File: config.mk
export PLATFORM = sky130hd
export DESIGN_NAME = fxu_reservation_station_flat
export DESIGN_NICKNAME = d
export VERILOG_FILES = /design/src/rtl/fxu_reservation_station_if.sv /design/src/rtl/fxu_reservation_station.sv /design/src/flat_wrapper.sv
export SDC_FILE = /design/constraint.sdc
export NUM_CORES = 1
export LEC_CHECK = 0
export BUFFER_PORTS_ARGS = -buffer_cell sky130_fd_sc_hd__buf_2
export CORE_MARGIN = 8
export CORE_UTILIZATION = 39
export DETAILED_ROUTE_END_ITERATION = 7
export PLACE_DENSITY = 0.62
export SLEW_MARGIN = 25
export SYNTH_ARGS = -nofsm -noshare
export SYNTH_HDL_FRONTEND = slang
export SYNTH_SLANG_ARGS = --single-unit
File: constraint.sdc
create_clock -name clk -period 5.2 [get_ports clk]
set_input_delay 0.52 -clock clk [delete_from_list [all_inputs] [get_ports clk]]
set_output_delay 0.52 -clock clk [all_outputs]
set_load 0.02 [all_outputs]
File: src/rtl/fxu_reservation_station_if.sv
// rtl/fxu_reservation_station_if.sv - dispatch, CDB and issue bundle for the FXU reservation station
interface fxu_reservation_station_if #(
    parameter int DEPTH  = 4,
    parameter int DATA_W = 16,
    parameter int TAG_W  = 4,
    parameter int OPC_W  = 4,
    parameter int IMM_W  = 8
);
    localparam int CW = $clog2(DEPTH + 1);

    logic              in_valid;
    logic [TAG_W-1:0]  in_rob_idx;
    logic [OPC_W-1:0]  in_opcode;
    logic [IMM_W-1:0]  in_imm;
    logic              in_a_valid;
    logic [DATA_W-1:0] in_a_value;
    logic [TAG_W-1:0]  in_a_owner;
    logic              in_b_valid;
    logic [DATA_W-1:0] in_b_value;
    logic [TAG_W-1:0]  in_b_owner;

    logic              cdb_valid;
    logic [TAG_W-1:0]  cdb_rob_idx;
    logic [DATA_W-1:0] cdb_value;

    logic              full;
    logic [CW-1:0]     count;

    logic              issue_valid;
    logic              issue_ready;
    logic [TAG_W-1:0]  issue_rob_idx;
    logic [OPC_W-1:0]  issue_opcode;
    logic [IMM_W-1:0]  issue_imm;
    logic [DATA_W-1:0] issue_a;
    logic [DATA_W-1:0] issue_b;

    modport master (
        output in_valid, in_rob_idx, in_opcode, in_imm,
               in_a_valid, in_a_value, in_a_owner,
               in_b_valid, in_b_value, in_b_owner,
               cdb_valid, cdb_rob_idx, cdb_value, issue_ready,
        input  full, count, issue_valid, issue_rob_idx, issue_opcode,
               issue_imm, issue_a, issue_b
    );

    modport slave (
        input  in_valid, in_rob_idx, in_opcode, in_imm,
               in_a_valid, in_a_value, in_a_owner,
               in_b_valid, in_b_value, in_b_owner,
               cdb_valid, cdb_rob_idx, cdb_value, issue_ready,
        output full, count, issue_valid, issue_rob_idx, issue_opcode,
               issue_imm, issue_a, issue_b
    );
endinterface

File: src/rtl/fxu_reservation_station.sv
// rtl/fxu_reservation_station.sv - compacting reservation station feeding one fixed-point unit
module fxu_reservation_station #(
    parameter int DEPTH  = 4,
    parameter int DATA_W = 16,
    parameter int TAG_W  = 4,
    parameter int OPC_W  = 4,
    parameter int IMM_W  = 8
) (
    input logic                     clk,
    input logic                     rst_n,
    input logic                     flush,
    fxu_reservation_station_if.slave rs
);
    localparam int CW = $clog2(DEPTH + 1);
    localparam int IW = $clog2(DEPTH);

    typedef struct packed {
        logic [TAG_W-1:0]  tag;
        logic [OPC_W-1:0]  opc;
        logic [IMM_W-1:0]  imm;
        logic              a_rdy;
        logic [DATA_W-1:0] a_val;
        logic [TAG_W-1:0]  a_own;
        logic              b_rdy;
        logic [DATA_W-1:0] b_val;
        logic [TAG_W-1:0]  b_own;
    } ent_t;

    ent_t          ent_q [DEPTH];
    logic [CW-1:0] cnt_q;

    ent_t          woke    [DEPTH];
    ent_t          shifted [DEPTH];
    ent_t          nxt     [DEPTH];
    ent_t          new_ent;
    logic [CW-1:0] cnt_after;
    logic [CW-1:0] cnt_nxt;
    logic          cand_found;
    logic [IW-1:0] cand_idx;
    logic          do_issue;
    logic          do_disp;

    // Scan from the top so the last hit is the oldest ready entry.
    always_comb begin
        cand_found = 1'b0;
        cand_idx   = '0;
        for (int i = DEPTH - 1; i >= 0; i--) begin
            if (CW'(i) < cnt_q && ent_q[i].a_rdy && ent_q[i].b_rdy) begin
                cand_found = 1'b1;
                cand_idx   = IW'(i);
            end
        end
    end

    assign rs.full        = (cnt_q == CW'(DEPTH));
    assign rs.count       = cnt_q;
    assign rs.issue_valid = cand_found;
    assign rs.issue_rob_idx = cand_found ? ent_q[cand_idx].tag   : '0;
    assign rs.issue_opcode  = cand_found ? ent_q[cand_idx].opc   : '0;
    assign rs.issue_imm     = cand_found ? ent_q[cand_idx].imm   : '0;
    assign rs.issue_a       = cand_found ? ent_q[cand_idx].a_val : '0;
    assign rs.issue_b       = cand_found ? ent_q[cand_idx].b_val : '0;

    assign do_issue = cand_found && rs.issue_ready;
    assign do_disp  = rs.in_valid && !rs.full;

    // Wakeup first, then compaction, so a woken entry keeps its update after shifting.
    always_comb begin
        for (int i = 0; i < DEPTH; i++) begin
            woke[i] = ent_q[i];
            if (rs.cdb_valid && !ent_q[i].a_rdy && ent_q[i].a_own == rs.cdb_rob_idx) begin
                woke[i].a_rdy = 1'b1;
                woke[i].a_val = rs.cdb_value;
            end
            if (rs.cdb_valid && !ent_q[i].b_rdy && ent_q[i].b_own == rs.cdb_rob_idx) begin
                woke[i].b_rdy = 1'b1;
                woke[i].b_val = rs.cdb_value;
            end
        end

        for (int i = 0; i < DEPTH - 1; i++) begin
            shifted[i] = (do_issue && IW'(i) >= cand_idx) ? woke[i + 1] : woke[i];
        end
        shifted[DEPTH - 1] = do_issue ? '0 : woke[DEPTH - 1];

        new_ent.tag   = rs.in_rob_idx;
        new_ent.opc   = rs.in_opcode;
        new_ent.imm   = rs.in_imm;
        new_ent.a_own = rs.in_a_owner;
        new_ent.b_own = rs.in_b_owner;
        if (!rs.in_a_valid && rs.cdb_valid && rs.cdb_rob_idx == rs.in_a_owner) begin
            new_ent.a_rdy = 1'b1;
            new_ent.a_val = rs.cdb_value;
        end else begin
            new_ent.a_rdy = rs.in_a_valid;
            new_ent.a_val = rs.in_a_value;
        end
        if (!rs.in_b_valid && rs.cdb_valid && rs.cdb_rob_idx == rs.in_b_owner) begin
            new_ent.b_rdy = 1'b1;
            new_ent.b_val = rs.cdb_value;
        end else begin
            new_ent.b_rdy = rs.in_b_valid;
            new_ent.b_val = rs.in_b_value;
        end

        cnt_after = cnt_q - CW'(do_issue);
        for (int i = 0; i < DEPTH; i++) begin
            nxt[i] = (do_disp && CW'(i) == cnt_after) ? new_ent : shifted[i];
        end
        cnt_nxt = cnt_after + CW'(do_disp);
    end

    always_ff @(posedge clk or negedge rst_n) begin
        if (!rst_n) begin
            for (int i = 0; i < DEPTH; i++) ent_q[i] <= '0;
            cnt_q <= '0;
        end else if (flush) begin
            for (int i = 0; i < DEPTH; i++) ent_q[i] <= '0;
            cnt_q <= '0;
        end else begin
            for (int i = 0; i < DEPTH; i++) ent_q[i] <= nxt[i];
            cnt_q <= cnt_nxt;
        end
    end
endmodule

File: src/flat_wrapper.sv
// flat-port wrapper written by rule: the top's interface ports become plain ports
module fxu_reservation_station_flat 
#(
    parameter int DEPTH  = 4,
    parameter int DATA_W = 16,
    parameter int TAG_W  = 4,
    parameter int OPC_W  = 4,
    parameter int IMM_W  = 8
)
  (clk, rst_n, flush, rs_in_valid, rs_in_rob_idx, rs_in_opcode, rs_in_imm, rs_in_a_valid, rs_in_a_value, rs_in_a_owner, rs_in_b_valid, rs_in_b_value, rs_in_b_owner, rs_cdb_valid, rs_cdb_rob_idx, rs_cdb_value, rs_issue_ready, rs_full, rs_count, rs_issue_valid, rs_issue_rob_idx, rs_issue_opcode, rs_issue_imm, rs_issue_a, rs_issue_b);
  fxu_reservation_station_if #(.DEPTH(DEPTH), .DATA_W(DATA_W), .TAG_W(TAG_W), .OPC_W(OPC_W), .IMM_W(IMM_W)) rs_i ();
  input logic clk;
  input logic rst_n;
  input logic flush;
  input wire logic [$bits(rs_i.in_valid)-1:0] rs_in_valid;
  input wire logic [$bits(rs_i.in_rob_idx)-1:0] rs_in_rob_idx;
  input wire logic [$bits(rs_i.in_opcode)-1:0] rs_in_opcode;
  input wire logic [$bits(rs_i.in_imm)-1:0] rs_in_imm;
  input wire logic [$bits(rs_i.in_a_valid)-1:0] rs_in_a_valid;
  input wire logic [$bits(rs_i.in_a_value)-1:0] rs_in_a_value;
  input wire logic [$bits(rs_i.in_a_owner)-1:0] rs_in_a_owner;
  input wire logic [$bits(rs_i.in_b_valid)-1:0] rs_in_b_valid;
  input wire logic [$bits(rs_i.in_b_value)-1:0] rs_in_b_value;
  input wire logic [$bits(rs_i.in_b_owner)-1:0] rs_in_b_owner;
  input wire logic [$bits(rs_i.cdb_valid)-1:0] rs_cdb_valid;
  input wire logic [$bits(rs_i.cdb_rob_idx)-1:0] rs_cdb_rob_idx;
  input wire logic [$bits(rs_i.cdb_value)-1:0] rs_cdb_value;
  input wire logic [$bits(rs_i.issue_ready)-1:0] rs_issue_ready;
  output wire logic [$bits(rs_i.full)-1:0] rs_full;
  output wire logic [$bits(rs_i.count)-1:0] rs_count;
  output wire logic [$bits(rs_i.issue_valid)-1:0] rs_issue_valid;
  output wire logic [$bits(rs_i.issue_rob_idx)-1:0] rs_issue_rob_idx;
  output wire logic [$bits(rs_i.issue_opcode)-1:0] rs_issue_opcode;
  output wire logic [$bits(rs_i.issue_imm)-1:0] rs_issue_imm;
  output wire logic [$bits(rs_i.issue_a)-1:0] rs_issue_a;
  output wire logic [$bits(rs_i.issue_b)-1:0] rs_issue_b;
  assign rs_i.in_valid = rs_in_valid;
  assign rs_i.in_rob_idx = rs_in_rob_idx;
  assign rs_i.in_opcode = rs_in_opcode;
  assign rs_i.in_imm = rs_in_imm;
  assign rs_i.in_a_valid = rs_in_a_valid;
  assign rs_i.in_a_value = rs_in_a_value;
  assign rs_i.in_a_owner = rs_in_a_owner;
  assign rs_i.in_b_valid = rs_in_b_valid;
  assign rs_i.in_b_value = rs_in_b_value;
  assign rs_i.in_b_owner = rs_in_b_owner;
  assign rs_i.cdb_valid = rs_cdb_valid;
  assign rs_i.cdb_rob_idx = rs_cdb_rob_idx;
  assign rs_i.cdb_value = rs_cdb_value;
  assign rs_i.issue_ready = rs_issue_ready;
  assign rs_full = rs_i.full;
  assign rs_count = rs_i.count;
  assign rs_issue_valid = rs_i.issue_valid;
  assign rs_issue_rob_idx = rs_i.issue_rob_idx;
  assign rs_issue_opcode = rs_i.issue_opcode;
  assign rs_issue_imm = rs_i.issue_imm;
  assign rs_issue_a = rs_i.issue_a;
  assign rs_issue_b = rs_i.issue_b;
  fxu_reservation_station #(.DEPTH(DEPTH), .DATA_W(DATA_W), .TAG_W(TAG_W), .OPC_W(OPC_W), .IMM_W(IMM_W)) u_core (.clk(clk), .rst_n(rst_n), .flush(flush), .rs(rs_i));
endmodule
==> results of run 1 <==
-- routing by layer --
metal,vias up,GRT usage (%),routed length (um)
met5,-,0,23
met4,4,11.4,2270
met3,150,4.02,4530
met1,7464,33.5,24600
li1,6609,-,-
met2,736,37.8,26300
-- worst max path at each step --
stage	endpoint	slack [ps]	cells after the start
finish	u_core.ent_q[186]$_DFFE_PN0P_	1010	12
global route	u_core.ent_q[201]$_DFFE_PN0P_	730	12
CTS	u_core.ent_q[203]$_DFFE_PN0P_	790	11
detailed placement	u_core.ent_q[201]$_DFFE_PN0P_	810	11
global placement	u_core.ent_q[205]$_DFFE_PN0P_	960	11
floorplan	u_core.ent_q[208]$_DFFE_PN0P_	1200	17
-- area by class of cell --
cell class	count	area share, %
inverter	28	0.613
clock buffer	44	4.91
multi-input combinational	1313	49.3
clock inverter	5	0.438
antenna	3	0.0438
timing repair buffer	184	6.54
sequential	235	34.3
tap	518	3.78
-- Yosys cell counts, types with 3 or more instances --
| cell | instances |
|---|---|
| sky130_fd_sc_hd__buf_1 | 11 |
| sky130_fd_sc_hd__or3_1 | 4 |
| sky130_fd_sc_hd__buf_4 | 5 |
| sky130_fd_sc_hd__mux2i_1 | 138 |
| sky130_fd_sc_hd__nand3_1 | 56 |
| sky130_fd_sc_hd__o211a_1 | 4 |
| sky130_fd_sc_hd__nor2_1 | 194 |
| sky130_fd_sc_hd__ha_1 | 3 |
| sky130_fd_sc_hd__a21oi_2 | 9 |
| sky130_fd_sc_hd__o22ai_1 | 72 |
| sky130_fd_sc_hd__buf_6 | 7 |
| sky130_fd_sc_hd__xnor2_1 | 25 |
| sky130_fd_sc_hd__o221a_2 | 15 |
| sky130_fd_sc_hd__a311oi_1 | 48 |
| sky130_fd_sc_hd__a32oi_1 | 15 |
| sky130_fd_sc_hd__a21oi_1 | 143 |
| sky130_fd_sc_hd__nand2b_1 | 5 |
| sky130_fd_sc_hd__nand2_1 | 169 |
| sky130_fd_sc_hd__a211oi_1 | 41 |
| sky130_fd_sc_hd__buf_2 | 45 |
| sky130_fd_sc_hd__xor2_1 | 9 |
| sky130_fd_sc_hd__and2_1 | 6 |
| sky130_fd_sc_hd__o221ai_1 | 18 |
| sky130_fd_sc_hd__nor3_2 | 4 |
| sky130_fd_sc_hd__inv_1 | 28 |
| sky130_fd_sc_hd__nor3_1 | 10 |
| sky130_fd_sc_hd__a221oi_1 | 30 |
| sky130_fd_sc_hd__o22a_1 | 47 |
| sky130_fd_sc_hd__o211ai_1 | 17 |
| sky130_fd_sc_hd__nand3b_1 | 4 |
| sky130_fd_sc_hd__clkbuf_1 | 114 |
| sky130_fd_sc_hd__o21ai_0 | 93 |
| sky130_fd_sc_hd__dfrtp_1 | 235 |
| sky130_fd_sc_hd__nand4b_1 | 3 |
| sky130_fd_sc_hd__a22oi_1 | 15 |
| sky130_fd_sc_hd__o2111ai_1 | 3 |
| sky130_fd_sc_hd__o21ai_1 | 25 |
| sky130_fd_sc_hd__and3_1 | 31 |
| sky130_fd_sc_hd__a2bb2oi_1 | 15 |
| sky130_fd_sc_hd__nor2b_1 | 6 |
-- worst reg2reg max path: cells and delay by family (launching register included) --
kind / cells / cell delay (ps)
AO/OA/AOI/OAI: 7 / 2040
flip-flops: 1 / 520
buffers and inverters: 1 / 80
AND/OR/NAND/NOR: 2 / 1080
adder cells (fa/ha/maj): 2 / 420
-- cells by family after synthesis --
kind of cell	Yosys count
xor+xnor	34
buf+inv	210
compound gates	635
flops	235
mux	139
fa+ha+maj	3
simple gates	502
-- placed cells by master (no fill, tap or decap), types with 4 or more instances in the layout --
cell                          n
sky130_fd_sc_hd__a211oi_1    41
sky130_fd_sc_hd__a21oi_1    143
sky130_fd_sc_hd__a21oi_2      9
sky130_fd_sc_hd__a221oi_1    30
sky130_fd_sc_hd__a22oi_1     15
sky130_fd_sc_hd__a2bb2oi_1   15
sky130_fd_sc_hd__a311oi_1    48
sky130_fd_sc_hd__a32oi_1     15
sky130_fd_sc_hd__and2_1       6
sky130_fd_sc_hd__and3_1      31
sky130_fd_sc_hd__buf_2      134
sky130_fd_sc_hd__buf_4       42
sky130_fd_sc_hd__clkbuf_1     9
sky130_fd_sc_hd__clkbuf_16   29
sky130_fd_sc_hd__clkbuf_8     6
sky130_fd_sc_hd__dfrtp_1    235
sky130_fd_sc_hd__inv_1       28
sky130_fd_sc_hd__mux2i_1    138
sky130_fd_sc_hd__nand2_1    168
sky130_fd_sc_hd__nand2b_1     5
sky130_fd_sc_hd__nand3_1     56
sky130_fd_sc_hd__nand3b_1     4
sky130_fd_sc_hd__nor2_1     192
sky130_fd_sc_hd__nor2b_1      6
sky130_fd_sc_hd__nor3_1       9
sky130_fd_sc_hd__nor3_2       4
sky130_fd_sc_hd__o211ai_1    17
sky130_fd_sc_hd__o21ai_0     93
sky130_fd_sc_hd__o21ai_1     23
sky130_fd_sc_hd__o21ai_2      4
sky130_fd_sc_hd__o221a_2     15
sky130_fd_sc_hd__o221ai_1    18
sky130_fd_sc_hd__o22a_1      47
sky130_fd_sc_hd__o22ai_1     72
sky130_fd_sc_hd__xnor2_1     25
sky130_fd_sc_hd__xor2_1       9
-- where the power goes --
group,switching [mW],internal (mW),leakage [nW]
Clock,0.811,1.20,0.451
Sequential,0.281,2.14,3.19
Combinational,1.18,0.696,3.11
-- through the flow --
| stage | hold slack [ps] | utilization, % | setup WS [ps] | cell area [um2] |
|---|---|---|---|---|
| 6_report | 247 | 44.5 | 1010 | 17100 |
| 3_3_place_gp | 495 | 42.0 | 962 | 16100 |
| 2_1_floorplan | 224 | - | 1200 | 15200 |
| 3_5_place_dp | 492 | 42.0 | 806 | 16100 |
| 5_1_grt | 255 | 44.5 | 732 | 17100 |
| 4_1_cts | 126 | 44.4 | 790 | 17100 |
-- registers in the layout (all words and copies together) (netlist names) --
name             count
u_core.ent_q       232
u_core.rs.count      3
==> report_table.html, run 1 <==
<table>
<tr><th>Metric</th><th>Value</th></tr>
<tr><th colspan="2">Power</th></tr>
<tr><td>Pleak</td><td>6.75 nW</td></tr>
<tr><td>Total power consumption of the routed design</td><td>6.31 mW</td></tr>
<tr><td>Cell area power density</td><td>368 mW/mm2</td></tr>
<tr><td>Largest voltage drop on the vdd net</td><td>240 uV</td></tr>
<tr><th colspan="2">Setup path</th></tr>
<tr><td>Crit-path max cell delay</td><td>670 ps</td></tr>
<tr><td>Worst-case reg-to-reg path depth</td><td>12</td></tr>
<tr><td>Reg2Reg Launch Point</td><td>u_core.rs.count[2]$_DFF_PN0_</td></tr>
<tr><td>R2r endpoint</td><td>u_core.ent_q[186]$_DFFE_PN0P_</td></tr>
<tr><td>Most used cell, CP</td><td>sky130_fd_sc_hd__ha_1</td></tr>
<tr><td>Class of the most critical setup path</td><td>reg2reg</td></tr>
<tr><td>Maximum fanout encountered on the critical timing path</td><td>19</td></tr>
<tr><td>Launching instance or port of the critical path</td><td>u_core.rs.count[2]$_DFF_PN0_</td></tr>
<tr><td>Data required time of the critical path</td><td>5680 ps</td></tr>
<tr><td>Crit path buffers/inverters</td><td>1</td></tr>
<tr><td>Library cell contributing the largest single delay on the critical path</td><td>sky130_fd_sc_hd__and2_1</td></tr>
<tr><td>Worst setup SP type</td><td>flip-flop</td></tr>
<tr><td>Worst EP arrival</td><td>4670 ps</td></tr>
<tr><td>Worst-path cell chain</td><td>a21oi_1 &gt; o21ai_0 &gt; o31ai_4 &gt; inv_1 &gt; ha_1 &gt; ha_1 &gt; o211a_1 &gt; o2111a_1 &gt; a211oi_2 &gt; and2_1 &gt; nand3b_4 &gt; a2bb2oi_1</td></tr>
<tr><td>Slack of the worst reg-to-reg path</td><td>1010 ps</td></tr>
<tr><td>Family with the most delay on the worst path</td><td>compound AO/OA/AOI/OAI gates</td></tr>
<tr><td>Category of the worst setup path capture point</td><td>flip-flop</td></tr>
<tr><th colspan="2">Outcome</th></tr>
<tr><td>Status</td><td>finished clean</td></tr>
<tr><th colspan="2">Timing</th></tr>
<tr><td>Max-slew violation count</td><td>0</td></tr>
<tr><td>Post-layout minimum cycle time</td><td>4190 ps</td></tr>
<tr><td>Total Negative Setup Slacks</td><td>0 ps</td></tr>
<tr><td>Max-slew headroom</td><td>31.7%</td></tr>
<tr><td>Highest attainable clock frequency</td><td>239 MHz</td></tr>
<tr><td>Final Hold Violating Endpoints</td><td>0</td></tr>
<tr><td>RSZ-0062 raised after global routing</td><td>no</td></tr>
<tr><td>Setup-violating endpoint count in the final report</td><td>0</td></tr>
<tr><td>Worst clock skew</td><td>20.6 ps</td></tr>
<tr><td>Crit share post-route</td><td>80.5%</td></tr>
<tr><td>Worst-margin pin slew</td><td>1020 ps</td></tr>
<tr><th colspan="2">Drt</th></tr>
<tr><td>Number of violations reported at the end of detailed-routing iteration 0</td><td>1637</td></tr>
<tr><td>Vias</td><td>15000</td></tr>
<tr><td>Drt drc</td><td>0</td></tr>
<tr><td>Ratio of routed vias to standard cells</td><td>6.42</td></tr>
<tr><td>Average wire per standard cell</td><td>24.8 um</td></tr>
<tr><td>Routed wire length</td><td>57.7 mm</td></tr>
<tr><td>First drt pass iteration count</td><td>6</td></tr>
<tr><td>ANT nets after route</td><td>0</td></tr>
<tr><th colspan="2">Hold path</th></tr>
<tr><td>Hold path startpoint</td><td>rs_in_imm[4]</td></tr>
<tr><td>Path category of the worst min-delay check</td><td>in2reg</td></tr>
<tr><td>Worst Hold Path EP</td><td>u_core.ent_q[46]$_DFFE_PN0P_</td></tr>
<tr><td>Worst Hold Path Cells</td><td>3</td></tr>
<tr><th colspan="2">Final layout</th></tr>
<tr><td>Register Area</td><td>0.00588 mm2</td></tr>
<tr><td>Multi-input gate area</td><td>0.00846 mm2</td></tr>
<tr><td>Synth-to-layout area growth</td><td>13.1%</td></tr>
<tr><td>Filler cell count</td><td>3743</td></tr>
<tr><td>Final instance count without filler cells</td><td>2330</td></tr>
<tr><td>Number of nets at the end of the flow</td><td>1878</td></tr>
<tr><td>Fraction of layout instances using a drive strength above 1</td><td>15.6%</td></tr>
<tr><th colspan="2">Clock tree</th></tr>
<tr><td>Cell at the root of the clock tree</td><td>sky130_fd_sc_hd__clkbuf_16</td></tr>
<tr><td>Cts repair resizes</td><td>0</td></tr>
<tr><td>Clock Sinks</td><td>235</td></tr>
<tr><td>Source-to-sink clock delay at the later pin of the worst-skew pair</td><td>560 ps</td></tr>
<tr><td>H-tree levels</td><td>1</td></tr>
<tr><td>Maximum count of clock buffers along a single path</td><td>3</td></tr>
<tr><td>CTS tree</td><td>yes</td></tr>
<tr><td>CTS hold repair buffers</td><td>0</td></tr>
<tr><td>Post CTS Setup Buffer Count</td><td>0</td></tr>
<tr><td>Clock transition at the registers of the reported paths</td><td>60 ps</td></tr>
<tr><td>CTS Buf Count</td><td>29</td></tr>
<tr><th colspan="2">Yosys</th></tr>
<tr><td>Synth Cell Area</td><td>0.0152 mm2</td></tr>
<tr><td>Mapped Nets</td><td>1845</td></tr>
<tr><td>Syn_area_per_cell</td><td>8.62 um2</td></tr>
<tr><td>Fraction of the mapped netlist area in simple logic gates</td><td>14.7%</td></tr>
<tr><td>Top post-synthesis cells by area</td><td>sky130_fd_sc_hd__dfrtp_1 (39%), sky130_fd_sc_hd__mux2i_1 (9.1%), sky130_fd_sc_hd__nor2_1 (4.8%)</td></tr>
<tr><td>Combinational family with the most area after synthesis</td><td>compound AO/OA/AOI/OAI gates</td></tr>
<tr><td>Count of different cell masters after synthesis</td><td>68</td></tr>
<tr><td>Top_reg_cell synth</td><td>sky130_fd_sc_hd__dfrtp_1</td></tr>
<tr><td>Synth Register Bits</td><td>235</td></tr>
<tr><td>Register area share after synthesis</td><td>38.8%</td></tr>
<tr><td>Total of warnings raised by yosys</td><td>0</td></tr>
<tr><td>Synth Area in Compound Gates</td><td>29.0%</td></tr>
<tr><td>Proportion of synthesized area in mux cells</td><td>9.26%</td></tr>
<tr><td>Number of cells produced by synthesis</td><td>1758</td></tr>
<tr><td>Top-area cell type share of the netlist area</td><td>38.8%</td></tr>
<tr><td>Xor/xnor cell area share of the yosys netlist</td><td>1.96%</td></tr>
<tr><td>Post-synth EDFFs</td><td>0</td></tr>
<tr><td>Biggest area consumer among synthesized cells</td><td>sky130_fd_sc_hd__dfrtp_1</td></tr>
<tr><td>Async set-reset flop share out of synthesis</td><td>100%</td></tr>
<tr><td>Adder-Cell Fraction of Synth Area</td><td>0.248%</td></tr>
<tr><th colspan="2">Die</th></tr>
<tr><td>Std-Cell Rows</td><td>72</td></tr>
<tr><td>Placeable core region</td><td>0.0385 mm2</td></tr>
<tr><td>Initial cell density of the core</td><td>39.4%</td></tr>
<tr><td>Width of the die</td><td>213 um</td></tr>
<tr><td>Height of the die</td><td>213 um</td></tr>
<tr><td>Area enclosed by the die boundary</td><td>0.0454 mm2</td></tr>
<tr><td>Number of top-level pins</td><td>137</td></tr>
<tr><th colspan="2">GRT</th></tr>
<tr><td>Number of antenna violations at the first check in global routing</td><td>4</td></tr>
<tr><td>Wire length of the first global-routing pass</td><td>88.2 mm</td></tr>
<tr><td>GRT Residual Overflow</td><td>0</td></tr>
<tr><td>Number of global-route vias before repair</td><td>14900</td></tr>
<tr><td>Total global routing track utilization</td><td>24.6%</td></tr>
<tr><td>Maximum number of pins on one net before global-route repair</td><td>123</td></tr>
<tr><th colspan="2">Flow run</th></tr>
<tr><td>Maximum Capacitance Violations</td><td>0</td></tr>
<tr><th colspan="2">Placed design</th></tr>
<tr><td>Number of placed instances, taps included</td><td>2275</td></tr>
<tr><td>Total half-perimeter wirelength after legalization and detailed placement</td><td>34.9 mm</td></tr>
<tr><td>Global placer's final weighted congestion</td><td>0.869</td></tr>
<tr><td>Number of I/O port buffers</td><td>136</td></tr>
</table>
No activity file was read; power rests on OpenSTA's default activity.
==> run 2: changes to the inputs <==
==> constraint.sdc (replaced) <==
create_clock -name clk -period 4.3 [get_ports clk]
set_input_delay 0.43 -clock clk [delete_from_list [all_inputs] [get_ports clk]]
set_output_delay 0.43 -clock clk [all_outputs]
set_load 0.02 [all_outputs]
==> report_table.html, run 2 (synthesis gave the netlist of run 1 again) <==
<table>
<tr><th>Metric</th><th>Value</th></tr>
<tr><th colspan="2">Die</th></tr>
<tr><td>Number of top-level pins</td><td>137 (unchanged)</td></tr>
<tr><td>Area enclosed by the die boundary</td><td>0.0454 mm2 (unchanged)</td></tr>
<tr><td>Std-Cell Rows</td><td>72 (unchanged)</td></tr>
<tr><td>Initial cell density of the core</td><td>39.4% (unchanged)</td></tr>
<tr><td>Width of the die</td><td>213 um (unchanged)</td></tr>
<tr><td>Height of the die</td><td>213 um (unchanged)</td></tr>
<tr><td>Placeable core region</td><td>0.0385 mm2 (unchanged)</td></tr>
<tr><th colspan="2">Clock tree</th></tr>
<tr><td>CTS tree</td><td>yes</td></tr>
<tr><td>Cts repair resizes</td><td>0 (unchanged)</td></tr>
<tr><td>CTS Buf Count</td><td>28 (-3.4%)</td></tr>
<tr><td>CTS hold repair buffers</td><td>1 (+1)</td></tr>
<tr><td>Clock Sinks</td><td>235 (unchanged)</td></tr>
<tr><td>H-tree levels</td><td>1 (unchanged)</td></tr>
<tr><td>Source-to-sink clock delay at the later pin of the worst-skew pair</td><td>570 ps (about the same)</td></tr>
<tr><td>Cell at the root of the clock tree</td><td>sky130_fd_sc_hd__clkbuf_16</td></tr>
<tr><td>Post CTS Setup Buffer Count</td><td>0 (unchanged)</td></tr>
<tr><td>Clock transition at the registers of the reported paths</td><td>60 ps (about the same)</td></tr>
<tr><td>Maximum count of clock buffers along a single path</td><td>3 (unchanged)</td></tr>
<tr><th colspan="2">GRT</th></tr>
<tr><td>Number of global-route vias before repair</td><td>14800 (-0.52%)</td></tr>
<tr><td>Global Route met3 Usage</td><td>4.17% (+0.15 points)</td></tr>
<tr><td>GRT Residual Overflow</td><td>0 (unchanged)</td></tr>
<tr><td>Number of antenna violations at the first check in global routing</td><td>1 (-3)</td></tr>
<tr><td>Met2 layer usage reported by global route</td><td>40.4% (+2.6 points)</td></tr>
<tr><td>Busiest grt layer</td><td>met2</td></tr>
<tr><td>Met1 Usage GRT</td><td>31.5% (-2.1 points)</td></tr>
<tr><td>Wire length of the first global-routing pass</td><td>87.8 mm (-0.54%)</td></tr>
<tr><td>Maximum number of pins on one net before global-route repair</td><td>91 (-26%)</td></tr>
<tr><td>Total global routing track utilization</td><td>24.5% (-0.078 points)</td></tr>
<tr><th colspan="2">Timing</th></tr>
<tr><td>Crit share post-route</td><td>96.2%</td></tr>
<tr><td>Hold_ws</td><td>131 ps (-116 ps)</td></tr>
<tr><td>RSZ-0062 raised after global routing</td><td>no</td></tr>
<tr><td>Final Hold Violating Endpoints</td><td>0 (unchanged)</td></tr>
<tr><td>Max-slew headroom</td><td>29.8% (-1.9 points)</td></tr>
<tr><td>Highest attainable clock frequency</td><td>242 MHz</td></tr>
<tr><td>Setup-violating endpoint count in the final report</td><td>0 (unchanged)</td></tr>
<tr><td>Smallest setup slack after layout</td><td>163 ps (-849 ps)</td></tr>
<tr><td>Total Negative Setup Slacks</td><td>0 ps (unchanged)</td></tr>
<tr><td>Worst-margin pin slew</td><td>1050 ps (+28.4 ps)</td></tr>
<tr><td>Post-layout minimum cycle time</td><td>4140 ps</td></tr>
<tr><td>Worst clock skew</td><td>23.2 ps (+2.60 ps)</td></tr>
<tr><td>Max-slew violation count</td><td>0 (unchanged)</td></tr>
<tr><th colspan="2">Setup path</th></tr>
<tr><td>Data required time of the critical path</td><td>3870 ps (-1810 ps)</td></tr>
<tr><td>Crit-path max cell delay</td><td>650 ps (-20 ps)</td></tr>
<tr><td>Reg2Reg Launch Point</td><td>u_core.rs.count[2]$_DFF_PN0_</td></tr>
<tr><td>Crit path buffers/inverters</td><td>4 (+3)</td></tr>
<tr><td>Worst EP arrival</td><td>3710 ps (-960 ps)</td></tr>
<tr><td>R2r endpoint</td><td>u_core.ent_q[213]$_DFFE_PN0P_</td></tr>
<tr><td>Worst-path cell chain</td><td>o311a_4 &gt; buf_4 &gt; buf_4 &gt; nor2_4 &gt; buf_4 &gt; mux2i_1 &gt; o22ai_1 &gt; buf_2</td></tr>
<tr><td>Category of the worst setup path capture point</td><td>output port</td></tr>
<tr><td>Worst-case reg-to-reg path depth</td><td>12 (unchanged)</td></tr>
<tr><td>Worst setup SP type</td><td>flip-flop</td></tr>
<tr><td>Class of the most critical setup path</td><td>reg2out</td></tr>
<tr><td>Maximum fanout encountered on the critical timing path</td><td>46 (+27)</td></tr>
<tr><td>Most used cell, CP</td><td>sky130_fd_sc_hd__buf_4</td></tr>
<tr><td>Library cell contributing the largest single delay on the critical path</td><td>sky130_fd_sc_hd__buf_4</td></tr>
<tr><td>Family with the most delay on the worst path</td><td>buffers and inverters</td></tr>
<tr><td>Slack of the worst reg-to-reg path</td><td>330 ps (-680 ps)</td></tr>
<tr><th colspan="2">Drt</th></tr>
<tr><td>First drt pass iteration count</td><td>8 (+2)</td></tr>
<tr><td>Drt drc</td><td>0 (unchanged)</td></tr>
<tr><td>Vias</td><td>15000 (+0.14%)</td></tr>
<tr><td>Ratio of routed vias to standard cells</td><td>6.40 (-0.29%)</td></tr>
<tr><td>Routed wire length</td><td>57.4 mm (-0.57%)</td></tr>
<tr><td>Average wire per standard cell</td><td>24.5 um (-1.0%)</td></tr>
<tr><td>ANT nets after route</td><td>0 (unchanged)</td></tr>
<tr><td>Number of violations reported at the end of detailed-routing iteration 0</td><td>1448 (-12%)</td></tr>
<tr><th colspan="2">Power</th></tr>
<tr><td>Pleak</td><td>6.81 nW (+0.84%)</td></tr>
<tr><td>Largest voltage drop on the vdd net</td><td>294 uV (+23%)</td></tr>
<tr><td>Total power consumption of the routed design</td><td>7.72 mW (+22%)</td></tr>
<tr><td>Cell area power density</td><td>449 mW/mm2 (+22%)</td></tr>
<tr><th colspan="2">Placed design</th></tr>
<tr><td>Post-place instance area</td><td>0.0162 mm2 (+0.53%)</td></tr>
<tr><td>Number of placed instances, taps included</td><td>2288 (+0.57%)</td></tr>
<tr><td>Number of I/O port buffers</td><td>136 (unchanged)</td></tr>
<tr><td>Worst Setup Slack post-DPL</td><td>439 ps (-366 ps)</td></tr>
<tr><td>Total half-perimeter wirelength after legalization and detailed placement</td><td>35.1 mm (+0.61%)</td></tr>
<tr><td>Global placer's final weighted congestion</td><td>0.890 (+2.3%)</td></tr>
<tr><th colspan="2">Final layout</th></tr>
<tr><td>Register with the most flip-flops</td><td>u_core.ent_q</td></tr>
<tr><td>Final cell area excluding filler cells</td><td>0.0172 mm2 (+0.42%)</td></tr>
<tr><td>Synth-to-layout area growth</td><td>13.5%</td></tr>
<tr><td>Number of nets at the end of the flow</td><td>1888 (+0.53%)</td></tr>
<tr><td>Ant. Diodes</td><td>0 (-3)</td></tr>
<tr><td>Filler cell count</td><td>3749 (+0.16%)</td></tr>
<tr><td>Utilization after layout</td><td>44.7% (+0.19 points)</td></tr>
<tr><td>Most frequent cells in the layout</td><td>sky130_fd_sc_hd__dfrtp_1 (235), sky130_fd_sc_hd__nor2_1 (193), sky130_fd_sc_hd__nand2_1 (168)</td></tr>
<tr><td>Fraction of layout instances using a drive strength above 1</td><td>16.3% (+0.66 points)</td></tr>
<tr><td>Most common cell after layout, fill and taps aside</td><td>sky130_fd_sc_hd__dfrtp_1</td></tr>
<tr><td>Register Area</td><td>0.00588 mm2 (unchanged)</td></tr>
<tr><td>Multi-input gate area</td><td>0.00845 mm2 (about the same)</td></tr>
<tr><td>Final instance count without filler cells</td><td>2340 (+0.43%)</td></tr>
<tr><td>Number of flip-flops under the largest register name</td><td>232 (unchanged)</td></tr>
<tr><th colspan="2">Hold path</th></tr>
<tr><td>Worst Hold Path EP</td><td>u_core.ent_q[52]$_DFFE_PN0P_</td></tr>
<tr><td>Hold path startpoint</td><td>rs_in_opcode[2]</td></tr>
<tr><td>Path category of the worst min-delay check</td><td>in2reg</td></tr>
<tr><td>Worst Hold Path Cells</td><td>3 (unchanged)</td></tr>
<tr><th colspan="2">Outcome</th></tr>
<tr><td>Status</td><td>finished clean</td></tr>
<tr><th colspan="2">Flow run</th></tr>
<tr><td>Maximum Capacitance Violations</td><td>0 (unchanged)</td></tr>
</table>
## run 2: report_power, final
part | switching, mW | internal, mW | total (mW) | leakage [nW]
sequential | 0.337 | 2.59 | 2.93 | 3.19
combinational | 1.43 | 0.852 | 2.28 | 3.15
clock | 0.997 | 1.51 | 2.51 | 0.467
total | 2.77 | 4.95 | 7.72 | 6.81
## run 2: worst max path at each step
| stage | start | to | slack, ps | cells past startpoint |
|---|---|---|---|---|
| floorplan | u_core.rs.count[2]$_DFF_PN0_ | u_core.ent_q[208]$_DFFE_PN0P_ | 300 | 17 |
| global placement | u_core.rs.count[2]$_DFF_PN0_ | u_core.ent_q[203]$_DFFE_PN0P_ | 610 | 11 |
| detailed placement | u_core.rs.count[2]$_DFF_PN0_ | u_core.ent_q[213]$_DFFE_PN0P_ | 440 | 12 |
| CTS | u_core.rs.count[2]$_DFF_PN0_ | rs_issue_b[14] | 260 | 8 |
| global route | u_core.rs.count[2]$_DFF_PN0_ | u_core.ent_q[199]$_DFFE_PN0P_ | 20 | 12 |
| finish | u_core.rs.count[2]$_DFF_PN0_ | rs_issue_b[14] | 160 | 8 |
## run 2: final cells by class
class,count,share of cell area (%)
multi-input cells,1313,49.1
flip-flops and latches,235,34.2
repair buffers,195,6.76
clock buffers,42,4.85
well taps,518,3.77
clock inverters,9,0.727
inverters,28,0.611
## run 2: routing by layer
| metal | part of all wire [%] | vias to the layer above |
|---|---|---|
| li1 | - | 6625 |
| met1 | 41 | 7445 |
| met2 | 47 | 763 |
| met3 | 8.2 | 149 |
| met4 | 3.4 | 2 |
| met5 | 0.019 | - |
## run 2: tightest hold or removal path: cells and delay by family
kind	cells	cell delay, ps
AOI/OAI and AO/OA	1	50
buffers and inverters	1	130
and+or+nand+nor	1	50
